===== config.mk =====
export PLATFORM = sky130hd
export DESIGN_NAME = ex_mem_skid_stage
export DESIGN_NICKNAME = d
export VERILOG_FILES = /design/src/rtl/ex_mem_skid_stage.sv
export SDC_FILE = /design/constraint.sdc
export NUM_CORES = 1
export LEC_CHECK = 0
export CAP_MARGIN = 20
export CORE_ASPECT_RATIO = 0.8
export CORE_UTILIZATION = 30
export CTS_CLUSTER_DIAMETER = 200
export CTS_CLUSTER_SIZE = 30
export DETAILED_ROUTE_END_ITERATION = 12
export SLEW_MARGIN = 20
export SYNTH_ARGS = -nofsm -noshare
export SYNTH_HDL_FRONTEND = slang
export SYNTH_SLANG_ARGS = --single-unit

===== constraint.sdc =====
create_clock -name clk_i -period 3.7 [get_ports clk_i]
set_input_delay 0.555 -clock clk_i [delete_from_list [all_inputs] [get_ports clk_i]]
set_output_delay 0.555 -clock clk_i [all_outputs]
set_load 0.01 [all_outputs]

===== src/rtl/ex_mem_skid_stage.sv =====
// Execute-to-memory stage: 2-entry skid buffer with EX->EX forwarding and load-use detection.
// Optional stall-cycle counter is enabled by defining EX_MEM_PERF_CNT_EN.
module ex_mem_skid_stage #(
  parameter int DATA_WIDTH    = 32,
  parameter int REG_IDX_WIDTH = 4
) (
  input  logic                     clk_i,
  input  logic                     reset_n_i,
  input  logic                     flush_i,
  input  logic                     valid_i,
  output logic                     ready_o,
  input  logic [DATA_WIDTH-1:0]    alu_result_i,
  input  logic [DATA_WIDTH-1:0]    store_data_i,
  input  logic [REG_IDX_WIDTH-1:0] dest_reg_i,
  input  logic                     reg_write_en_i,
  input  logic                     mem_read_i,
  input  logic                     mem_write_i,
  input  logic [1:0]               mem_size_i,
  output logic                     valid_o,
  input  logic                     ready_i,
  output logic [DATA_WIDTH-1:0]    alu_result_o,
  output logic [DATA_WIDTH-1:0]    store_data_o,
  output logic [REG_IDX_WIDTH-1:0] dest_reg_o,
  output logic                     reg_write_en_o,
  output logic                     mem_read_o,
  output logic                     mem_write_o,
  output logic [1:0]               mem_size_o,
  input  logic [REG_IDX_WIDTH-1:0] fwd_query_1_i,
  input  logic [REG_IDX_WIDTH-1:0] fwd_query_2_i,
  output logic                     fwd_hit_1_o,
  output logic                     fwd_hit_2_o,
  output logic [DATA_WIDTH-1:0]    fwd_data_1_o,
  output logic [DATA_WIDTH-1:0]    fwd_data_2_o,
  output logic                     load_use_hazard_o,
  output logic [1:0]               occupancy_o,
  output logic [31:0]              stall_cycles_o
);

  typedef struct packed {
    logic [DATA_WIDTH-1:0]    aluResult;
    logic [DATA_WIDTH-1:0]    storeData;
    logic [REG_IDX_WIDTH-1:0] destReg;
    logic                     regWriteEn;
    logic                     memRead;
    logic                     memWrite;
    logic [1:0]               memSize;
  } entry_t;

  typedef struct packed {
    logic                  hit;
    logic                  hazard;
    logic [DATA_WIDTH-1:0] data;
  } fwd_t;

  localparam logic [REG_IDX_WIDTH-1:0] PC_REG = '1;

  logic   headValid_q, headValid_d;
  logic   skidValid_q, skidValid_d;
  entry_t head_q, head_d;
  entry_t skid_q, skid_d;
  entry_t inEntry;
  logic   accept;
  logic   retire;
  fwd_t   fwd1;
  fwd_t   fwd2;

  assign inEntry = '{aluResult:  alu_result_i,
                     storeData:  store_data_i,
                     destReg:    dest_reg_i,
                     regWriteEn: reg_write_en_i,
                     memRead:    mem_read_i,
                     memWrite:   mem_write_i,
                     memSize:    mem_size_i};

  assign ready_o = ~skidValid_q;
  assign valid_o = headValid_q;
  assign accept  = valid_i & ready_o;
  assign retire  = headValid_q & ready_i;

  // The skid entry is only ever filled when the head is held, so age order is head then skid.
  always_comb begin
    headValid_d = headValid_q;
    skidValid_d = skidValid_q;
    head_d      = head_q;
    skid_d      = skid_q;
    if (flush_i) begin
      headValid_d = 1'b0;
      skidValid_d = 1'b0;
    end else if (!headValid_q) begin
      if (accept) begin
        head_d      = inEntry;
        headValid_d = 1'b1;
      end
    end else if (!skidValid_q) begin
      if (retire && accept) begin
        head_d = inEntry;
      end else if (retire) begin
        headValid_d = 1'b0;
      end else if (accept) begin
        skid_d      = inEntry;
        skidValid_d = 1'b1;
      end
    end else if (retire) begin
      head_d      = skid_q;
      skidValid_d = 1'b0;
    end
  end

  always_ff @(posedge clk_i or negedge reset_n_i) begin
    if (!reset_n_i) begin
      headValid_q <= 1'b0;
      skidValid_q <= 1'b0;
      head_q      <= '0;
      skid_q      <= '0;
    end else begin
      headValid_q <= headValid_d;
      skidValid_q <= skidValid_d;
      head_q      <= head_d;
      skid_q      <= skid_d;
    end
  end

  assign alu_result_o   = head_q.aluResult;
  assign store_data_o   = head_q.storeData;
  assign dest_reg_o     = head_q.destReg;
  assign reg_write_en_o = head_q.regWriteEn;
  assign mem_read_o     = head_q.memRead;
  assign mem_write_o    = head_q.memWrite;
  assign mem_size_o     = head_q.memSize;
  assign occupancy_o    = {1'b0, headValid_q} + {1'b0, skidValid_q};

  // Younger skid entry wins over head; a winning load blocks forwarding and raises the hazard.
  function automatic fwd_t lookup(input logic [REG_IDX_WIDTH-1:0] query,
                                  input logic hv, input entry_t h,
                                  input logic sv, input entry_t s);
    fwd_t   r;
    entry_t win;
    logic   headMatch;
    logic   skidMatch;
    headMatch = hv && h.regWriteEn && (h.destReg == query) && (query != PC_REG);
    skidMatch = sv && s.regWriteEn && (s.destReg == query) && (query != PC_REG);
    win       = skidMatch ? s : h;
    r.hit     = (headMatch || skidMatch) && !win.memRead;
    r.hazard  = (headMatch || skidMatch) && win.memRead;
    r.data    = win.aluResult;
    return r;
  endfunction

  assign fwd1 = lookup(fwd_query_1_i, headValid_q, head_q, skidValid_q, skid_q);
  assign fwd2 = lookup(fwd_query_2_i, headValid_q, head_q, skidValid_q, skid_q);

  assign fwd_hit_1_o       = fwd1.hit;
  assign fwd_hit_2_o       = fwd2.hit;
  assign fwd_data_1_o      = fwd1.data;
  assign fwd_data_2_o      = fwd2.data;
  assign load_use_hazard_o = fwd1.hazard | fwd2.hazard;

`ifdef EX_MEM_PERF_CNT_EN
  logic [31:0] stallCnt_q;

  always_ff @(posedge clk_i or negedge reset_n_i) begin
    if (!reset_n_i) begin
      stallCnt_q <= '0;
    end else if (headValid_q && !ready_i && (stallCnt_q != 32'hFFFF_FFFF)) begin
      stallCnt_q <= stallCnt_q + 32'd1;
    end
  end

  assign stall_cycles_o = stallCnt_q;
`else
  assign stall_cycles_o = '0;
`endif

endmodule


## Word level (Yosys, flattened, before mapping)

Cells that the tools add are included.
Widths: inputs -> output; s select.

| storage, ports and cells | value |
|---|---|
| output and inout port bits | 176 |
| bits in registers | 148 |
| input port bits | 86 |
| word-level logic and storage cells | 73 |

| operators by class | value |
|---|---|
| eq/ne operators | 8 |
| multiplexer cells | 18 |
| reductions and logical operators | 23 |
| bitwise gates (word level) | 7 |
| add/sub/neg operators | 1 |

Operators by type and width:

| operator | number |
|---|---|
| $mux 73 | 7 |
| $eq 4x4->1 | 4 |
| $logic_and 1x1->1 | 15 |
| $mux 1 | 11 |
| $ne 4x4->1 const B | 2 |
| $reduce_and 6->1 | 1 |
| $not 1->1 | 4 |
| $reduce_and 4->1 | 1 |
| $reduce_bool 2->1 | 2 |
| $ne 3x1->1 const B | 1 |
| $ne 3x2->1 const B | 1 |
| $add 1x1->2 | 1 |
| $and 1x1->1 | 2 |
| $logic_not 1->1 | 2 |
| $logic_or 1x1->1 | 2 |
| $or 1x1->1 | 1 |

## Longest topological paths before layout

Gate-level depths: netlist (run 1).

| logic depth | value |
|---|---|
| depth in word-level cells | 8 |
| mapped depth | 7 |
| mapped depth without buffers | 6 |

## Least setup slack after synthesis (run 1)

Ideal clock, no wire load.

| path | value |
|---|---|
| path type | input to output |
| start | input fwd_query_2_i[2] |
| end | output fwd_data_2_o[26] |
| setup slack | 1.531 ns |
| cell stages on the path | 5 |
| buffers on the path | 1 |
| required time | 3.145 ns |
| arrival | 1.614 ns |
| cells stage by stage | xnor2_1 > nand4_2 > nor2_4 > buf_6 > mux2_1 |

| between the ends | value |
|---|---|
| longest elaborated chain between the ends | 4 |
| elaborated cells on any way between the ends | 5 |
| classes of those cells | eq/ne (2); mux (1); reduce/logical (2) |

RTL lines:

| item | line | RTL |
|---|---|---|
| from (decl) | 29 | `input logic [REG_IDX_WIDTH-1:0] fwd_query_2_i,` |
| $eq 4x4->1 | 141 | `skidMatch = sv && s.regWriteEn && (s.destReg == query) && (query != PC_REG);` |
| $logic_and 1x1->1 | 141 |  |
| $logic_and 1x1->1 * | 141 |  |
| $mux 73 * | 142 | `win = skidMatch ? s : h;` |
| to (decl) | 33 | `output logic [DATA_WIDTH-1:0] fwd_data_2_o,` |

Mark *: on every way between the ends. The rest lies on a longest branch, timed or not.

## Worst setup path after layout (run 1)

| path | value |
|---|---|
| start | input fwd_query_2_i[3] |
| end | output fwd_hit_2_o |

| between the ends | value |
|---|---|
| longest elaborated chain between the ends | 6 |
| elaborated cells on any way between the ends | 11 |
| classes of those cells | eq/ne (3); mux (1); reduce/logical (7) |

RTL lines:

| item | line | RTL |
|---|---|---|
| $eq 4x4->1 | 141 |  |
| $logic_and 1x1->1 (2 in series) | 141 |  |
| $mux 73 | 142 |  |
| $logic_not 1->1 | 143 | `r.hit = (headMatch \|\| skidMatch) && !win.memRead;` |
| $logic_and 1x1->1 * | 143 |  |
| to (decl) | 31 | `output logic fwd_hit_2_o,` |

Marked as above.

==> flow_metrics.env, run 1 <==
export IMPL_status="completed"
export IMPL_timing_final_crit_period_ps=3463
export IMPL_worst_case_headroom_to_the_max_slew_limit_pct=53.55
export IMPL_via_count_of_the_first_global_routing_pass=5307
export IMPL_detail_route_first_pass_iterations=4
export IMPL_ctsRootBufferMaster="sky130_fd_sc_hd__clkbuf_16"
export IMPL_synthFlopType="sky130_fd_sc_hd__dfrtp_1"
export IMPL_initial_utilization_pct=30.63
export IMPL_die_h_um=148.8
export IMPL_row_count=53
export IMPL_total_leakage_power_nw=4.748
export IMPL_number_of_primary_i_o_pins=262
export IMPL_yosys_area_top_type_share_pct=45.81
export IMPL_crit_path_max_fanout=32
export IMPL_timing_critical_path_slowest_stage_cell="sky130_fd_sc_hd__clkdlybuf4s50_1"
export IMPL_area_growth_synth_to_final_pct=39.37
export IMPL_ys_warn_count=0
export IMPL_tightest_slew_ps=696.8
export IMPL_cts_inserted_buffers=17
export IMPL_slew_viol_final=0
export IMPL_end_kind="primary output"
export IMPL_clock_skew_final_ps=9.262
export IMPL_drt_drc_violations_left=0
export IMPL_synth_edf_count=0
export IMPL_worst_endpoint_required_ps=3140
export IMPL_vdd_ir_drop_worst_uv=274.6
export IMPL_worst_endpoint_arrival_ps=2910
export IMPL_design_power_total_mw=6.218
export IMPL_clk_transition_reported_paths_ps=60
export IMPL_route_final_wire_length_um=20680
export IMPL_grt_pass1_wl_um=31860
export IMPL_postSynthCellCount=553
export IMPL_rsz_0062_raised_after_global_routing="false"
export IMPL_worst_setup_path_start_kind="primary input"
export IMPL_yosys_top_cells_count="sky130_fd_sc_hd__mux2_2 (201), sky130_fd_sc_hd__dfrtp_1 (148), sky130_fd_sc_hd__mux2_4 (69)"
export IMPL_global_route_usage_total_pct=15.38
export IMPL_post_drt_wl_per_cell_um=17.92
export IMPL_fmax_ghz=0.2888
export IMPL_synth_most_common_cell="sky130_fd_sc_hd__mux2_2"
export IMPL_cts_resized=0
export IMPL_hpwl_um=14370
export IMPL_design_core_area_um2=26390
export IMPL_cts_buffer_depth=2
export IMPL_tritoncts="built"
export IMPL_critical_path_cell_chain="clkdlybuf4s50_1 > xnor2_1 > nand4_2 > nor2_4 > buf_12 > mux2i_1 > clkdlybuf4s50_1"
export IMPL_hold_ws_ps=73.62
export IMPL_asyncSetResetFlopFracSynth_pct=100.0
export IMPL_gr_total_overflow=0
export IMPL_cts_hold_repair_buffers=0
export IMPL_finish_net_count=871
export IMPL_synth_sequential_area_ratio_pct=45.81
export IMPL_design_die_area_um2=27620
export IMPL_gpl_final_weighted_congestion=0.7829
export IMPL_hold_viol=0
export IMPL_post_cts_setup_buffers=0
export IMPL_cellPowerDensity_nw_per_um2=551.9
export IMPL_drive_gt1_share_pct=40.45
export IMPL_setup_worst_path_start="fwd_query_2_i[3]"
export IMPL_postSynthRegisterBits=148
export IMPL_portBuffers=229
export IMPL_crit_path_max_incr_delay_ps=630
export IMPL_pre_cts_slack_ps=245.9
export IMPL_min_delay_path_class="in -> async"
export IMPL_fin_setup_tns_ps=0
export IMPL_antenna_violating_nets_post_route=0
export IMPL_synth_top_cells_by_area="sky130_fd_sc_hd__dfrtp_1 (46%), sky130_fd_sc_hd__mux2_2 (28%), sky130_fd_sc_hd__mux2_4 (13%)"
export IMPL_postSynthAreaPerCell_um2=14.62
export IMPL_pin_count_of_the_biggest_net_entering_global_routing=61
export IMPL_setup_viol_count_final=0
export IMPL_vias_per_cell=4.466
export IMPL_syn_cell_area_um2=8085
export IMPL_rr_startpoint="valid_o$_DFF_PN0_"
export IMPL_cpMostUsedCell="sky130_fd_sc_hd__clkdlybuf4s50_1"
export IMPL_dr_first_iter_drc_count=204
export IMPL_criticalPathCategory="in -> out"
export IMPL_antenna_found_initial=3
export IMPL_post_route_period_util_pct=93.59
export IMPL_finalWorstSetupSlack_ps=237.3
export IMPL_clock_sinks=148
export IMPL_die_x_um=185.5
export IMPL_vias_after_detailed_routing=5154
export IMPL_yosysUniqueCellTypes=36
export IMPL_netlist_top_cell_by_area="sky130_fd_sc_hd__dfrtp_1"
export IMPL_htreeDepth=4
export IMPL_max_cap_viol_count=0
export IMPL_clock_latency_reported_for_the_late_side_of_the_worst_skew_pair_ps=430
[registers in the layout, summed over array words and instances, names as in the netlist]
| register | count |
|---|---|
| mem_size_o | 2 |
| dest_reg_o | 4 |
| reg_write_en_o | 1 |
| mem_write_o | 1 |
| valid_o | 1 |
| skidValid_q | 1 |
| skid_q | 73 |
| alu_result_o | 32 |
| mem_read_o | 1 |
| store_data_o | 32 |
[per-stage QoR]
step / std cells / area (um2) / utilization, %
floorplan: 584 / 8202 / -
global route: 1153 / 11270 / 42.69
finish: 1154 / 11270 / 42.69
detailed placement: 1121 / 10660 / 40.37
CTS: 1153 / 11270 / 42.69
global placement: 1121 / 10660 / 40.37
[metal layers]
layer / part of all wire, % / GRT usage (%) / vias up
met3: 9.3 / 6.567 / 19
met5: 0.13 / 0 / -
met1: 47 / 20.62 / 2556
li1: - / - / 2395
met4: 1.4 / 4.467 / 4
met2: 42 / 22.36 / 180
[report_power, final]
part	internal, mW	total, mW	leakage, nW	switching (mW)
Clock	1.10	1.81	0.282	0.708
Sequential	2.04	2.39	1.78	0.356
Combinational	1.32	2.02	2.69	0.696
[kinds of logic (layout without fill, tap and decap cells)]
kind of cell             after synthesis  in the layout  share of synthesized area, %
multiplexers                         285            285                         42.84
flip-flops                           148            148                         45.81
buffers and inverters                 64            276                         5.989
AND/OR/NAND/NOR                       29             29                         2.507
XOR/XNOR                              15             15                         1.625
AO/OA/AOI/OAI                          9              9                        0.8822
adder cells (fa/ha/maj)                2              2                        0.3095
other                                  1             33                       0.04638
[cell type report]
cell class	count	area [um2]
sequential	148	3704
clock inverter	11	150.1
multi-input combinational	372	4026
inverter	4	15.01
clock buffer	21	460.4
antenna	1	2.502
fill	2497	15120
timing repair buffer	240	2464
tap	357	446.7
[cell usage in the layout, fill, tap and decap left out, types with 2 or more instances in the layout]
cell / Yosys / routed
sky130_fd_sc_hd__a21oi_1: 2 / 2
sky130_fd_sc_hd__and2_1: 2 / 2
sky130_fd_sc_hd__buf_12: 0 / 7
sky130_fd_sc_hd__buf_4: 40 / 4
sky130_fd_sc_hd__bufinv_16: 0 / 3
sky130_fd_sc_hd__clkbuf_1: 0 / 2
sky130_fd_sc_hd__clkbuf_16: 0 / 17
sky130_fd_sc_hd__clkbuf_8: 0 / 2
sky130_fd_sc_hd__clkdlybuf4s50_1: 0 / 228
sky130_fd_sc_hd__clkinvlp_4: 0 / 5
sky130_fd_sc_hd__conb_1: 1 / 32
sky130_fd_sc_hd__dfrtp_1: 148 / 148
sky130_fd_sc_hd__ha_1: 2 / 2
sky130_fd_sc_hd__inv_1: 4 / 4
sky130_fd_sc_hd__mux2_1: 11 / 11
sky130_fd_sc_hd__mux2_2: 201 / 201
sky130_fd_sc_hd__mux2_4: 69 / 69
sky130_fd_sc_hd__mux2i_1: 4 / 4
sky130_fd_sc_hd__nand2_1: 5 / 5
sky130_fd_sc_hd__nand3_1: 4 / 4
sky130_fd_sc_hd__nand4_1: 2 / 2
sky130_fd_sc_hd__nand4_2: 2 / 2
sky130_fd_sc_hd__nor2_1: 2 / 2
sky130_fd_sc_hd__nor2_4: 2 / 2
sky130_fd_sc_hd__nor4_1: 2 / 2
sky130_fd_sc_hd__o2111ai_1: 2 / 2
sky130_fd_sc_hd__xnor2_1: 9 / 9
sky130_fd_sc_hd__xor2_1: 6 / 6
[critical path: cells and delay by family]
family,cells,cell delay (ps)
buf+inv,3,1340
mux,1,420
simple gates,2,360
xor+xnor,1,230
[final timing paths]
kind | slack (ps) | to | cells after the start
max in group asynchronous | 2710 | skid_q[15]$_DFFE_PN0P_ | 2
max | 240 | fwd_hit_2_o | 7
min in group clk_i | 500 | skid_q[37]$_DFFE_PN0P_ | 1
min reg2reg | 500 | skid_q[37]$_DFFE_PN0P_ | 1
max reg2reg | 1570 | alu_result_o[28]$_DFFE_PN0P_ | 5
min | 70 | skid_q[68]$_DFFE_PN0P_ | 1
(Power assumes the default switching activity.)
==> run 2: changes to the inputs <==
--- a/config.mk
+++ b/config.mk
@@ -7,10 +7,11 @@
 export LEC_CHECK = 0
 export CAP_MARGIN = 20
 export CORE_ASPECT_RATIO = 0.8
-export CORE_UTILIZATION = 30
+export CORE_UTILIZATION = 50
 export CTS_CLUSTER_DIAMETER = 200
 export CTS_CLUSTER_SIZE = 30
 export DETAILED_ROUTE_END_ITERATION = 12
+export PLACE_DENSITY = 0.86
 export SLEW_MARGIN = 20
 export SYNTH_ARGS = -nofsm -noshare
 export SYNTH_HDL_FRONTEND = slang
==> flow_metrics.env, run 2 (synthesis gave the netlist of run 1 again) <==
export IMPL_grt_pass1_wl_um=28820
export IMPL_worst_endpoint_required_ps=3140
export IMPL_initial_utilization_pct=51.17
export IMPL_detail_route_first_pass_iterations=4
export IMPL_cpMostUsedCell="sky130_fd_sc_hd__clkdlybuf4s50_1"
export IMPL_hold_viol=0
export IMPL_rsz_0062_raised_after_global_routing="false"
export IMPL_vias_after_detailed_routing=5226
export IMPL_post_place_cells=975
export IMPL_dr_first_iter_drc_count=164
export IMPL_cts_inserted_buffers=17
export IMPL_global_route_usage_total_pct=22.63
export IMPL_reg2reg_depth=6
export IMPL_worst_r2r_endpoint="store_data_o[12]$_DFFE_PN0P_"
export IMPL_portBuffers=229
export IMPL_cts_buffer_depth=2
export IMPL_row_count=41
export IMPL_gpl_final_weighted_congestion=0.8964
export IMPL_rr_startpoint="valid_o$_DFF_PN0_"
export IMPL_path_buf_inv=3
export IMPL_crit_path_max_fanout=33
export IMPL_clock_sinks=148
export IMPL_slew_viol_final=0
export IMPL_design_die_area_um2=16690
export IMPL_clk_transition_reported_paths_ps=60
export IMPL_cellPowerDensity_nw_per_um2=550.5
export IMPL_cts_hold_repair_buffers=0
export IMPL_timing_reg2reg_setup_slack_ps=1180
export IMPL_route_final_wire_length_um=18200
export IMPL_worst_setup_path_start_kind="primary input"
export IMPL_design_core_area_um2=15800
export IMPL_worst_endpoint_arrival_ps=2770
export IMPL_vias_per_cell=5.190
export IMPL_ctsRootBufferMaster="sky130_fd_sc_hd__clkbuf_16"
export IMPL_area_growth_synth_to_final_pct=35.83
export IMPL_worst_case_headroom_to_the_max_slew_limit_pct=29.79
export IMPL_antenna_violating_nets_post_route=0
export IMPL_max_ffs_per_register=73
export IMPL_pin_count_of_the_biggest_net_entering_global_routing=89
export IMPL_status="completed"
export IMPL_die_h_um=115.7
export IMPL_clock_skew_final_ps=8.812
export IMPL_fmax_ghz=0.3010
export IMPL_total_leakage_power_nw=4.704
export IMPL_setup_viol_count_final=0
export IMPL_gr_total_overflow=0
export IMPL_htreeDepth=4
export IMPL_finish_net_count=867
export IMPL_cts_resized=0
export IMPL_post_route_period_util_pct=89.79
export IMPL_end_kind="primary output"
export IMPL_via_count_of_the_first_global_routing_pass=5498
export IMPL_worst_path_dominant_cell_family="buffers and inverters"
export IMPL_finish_cell_count_without_fillers=1007
export IMPL_min_delay_path_class="in -> async"
export IMPL_number_of_primary_i_o_pins=262
export IMPL_drt_drc_violations_left=0
export IMPL_max_cap_viol_count=0
export IMPL_fin_setup_tns_ps=0
export IMPL_vdd_ir_drop_worst_uv=425.4
export IMPL_drive_gt1_share_pct=40.28
export IMPL_critical_path_cell_chain="clkdlybuf4s50_1 > xnor2_1 > nand4_2 > nor2_4 > buf_12 > mux2_2 > clkdlybuf4s50_1"
export IMPL_layout_cells_most_common_list="sky130_fd_sc_hd__clkdlybuf4s50_1 (228), sky130_fd_sc_hd__mux2_2 (201), sky130_fd_sc_hd__dfrtp_1 (148)"
export IMPL_clock_latency_reported_for_the_late_side_of_the_worst_skew_pair_ps=420
export IMPL_most_common_cell_after_layout_fill_and_taps_aside="sky130_fd_sc_hd__clkdlybuf4s50_1"
export IMPL_hpwl_um=12460
export IMPL_die_x_um=144.2
export IMPL_timing_final_crit_period_ps=3322
export IMPL_post_cts_setup_buffers=0
export IMPL_post_drt_wl_per_cell_um=18.07
export IMPL_tightest_slew_ps=1052
export IMPL_tritoncts="built"
export IMPL_timing_critical_path_slowest_stage_cell="sky130_fd_sc_hd__clkdlybuf4s50_1"
export IMPL_antenna_diode_count=0
export IMPL_antenna_found_initial=0
export IMPL_registers_top_by_ff_count="skid_q"
export IMPL_criticalPathCategory="in -> out"
export IMPL_crit_path_max_incr_delay_ps=500
[run 2: area by class of cell]
class / count / area (um2)
clock inverter: 11 / 101.3
inverter: 4 / 15.01
fill: 1078 / 4818
clock buffer: 21 / 470.5
tap: 215 / 269.0
timing repair buffer: 236 / 2396
sequential: 148 / 3704
multi-input combinational: 372 / 4026
[run 2: layer usage]
layer  part of all wire [%]  wire length [um]  track usage (%)  vias up
met3                    7.9              1431            7.769       15
met1                     43              7794            27.52     2648
met4                   0.90               164            6.105        0
met5                      0                 0                0        -
li1                       -                 -                -     2392
met2                     48              8809            38.45      171
[run 2: worst register-to-register path: stages (launching register included)]
cell and delay (ps):
sky130_fd_sc_hd__dfrtp_1 550, sky130_fd_sc_hd__ha_1 320, sky130_fd_sc_hd__o2bb2ai_1 180, sky130_fd_sc_hd__a32oi_2 120
sky130_fd_sc_hd__nor2_8 500, sky130_fd_sc_hd__buf_12 360, sky130_fd_sc_hd__mux2_4 390
[run 2: per-stage QoR]
step / power, mW / utilization [%] / instance area, um2 / setup WS [ps] / hold slack [ps]
after global placement: 4.336 / 65.89 / 10410 / 475.1 / 483.8
after detailed placement: 4.416 / 65.89 / 10410 / 401.2 / 491.7
after CTS: 6.100 / 69.50 / 10980 / 390.2 / 241.6
after global routing: 6.365 / 69.50 / 10980 / 320.7 / 249.2
final: 6.046 / 69.50 / 10980 / 377.8 / 181.4
after floorplan: 3.378 / - / 8202 / 1531 / 259.4
[run 2: report_power, final]
group	switching (mW)	internal, mW	leakage, nW
sequential	0.357	2.04	1.78
combinational	0.681	1.32	2.65
clock	0.673	0.980	0.272
[run 2: how the worst max path moves through the flow]
stage | start | to | slack [ps] | depth (start not counted)
after global routing | fwd_query_2_i[1] | fwd_data_2_o[0] | 320 | 7
after CTS | fwd_query_2_i[1] | fwd_data_2_o[19] | 390 | 7
after global placement | fwd_query_2_i[3] | fwd_data_2_o[19] | 480 | 7
final | fwd_query_2_i[1] | fwd_data_2_o[0] | 380 | 7
after floorplan | fwd_query_2_i[2] | fwd_data_2_o[26] | 1530 | 5
after detailed placement | fwd_query_2_i[1] | fwd_data_2_o[0] | 400 | 7
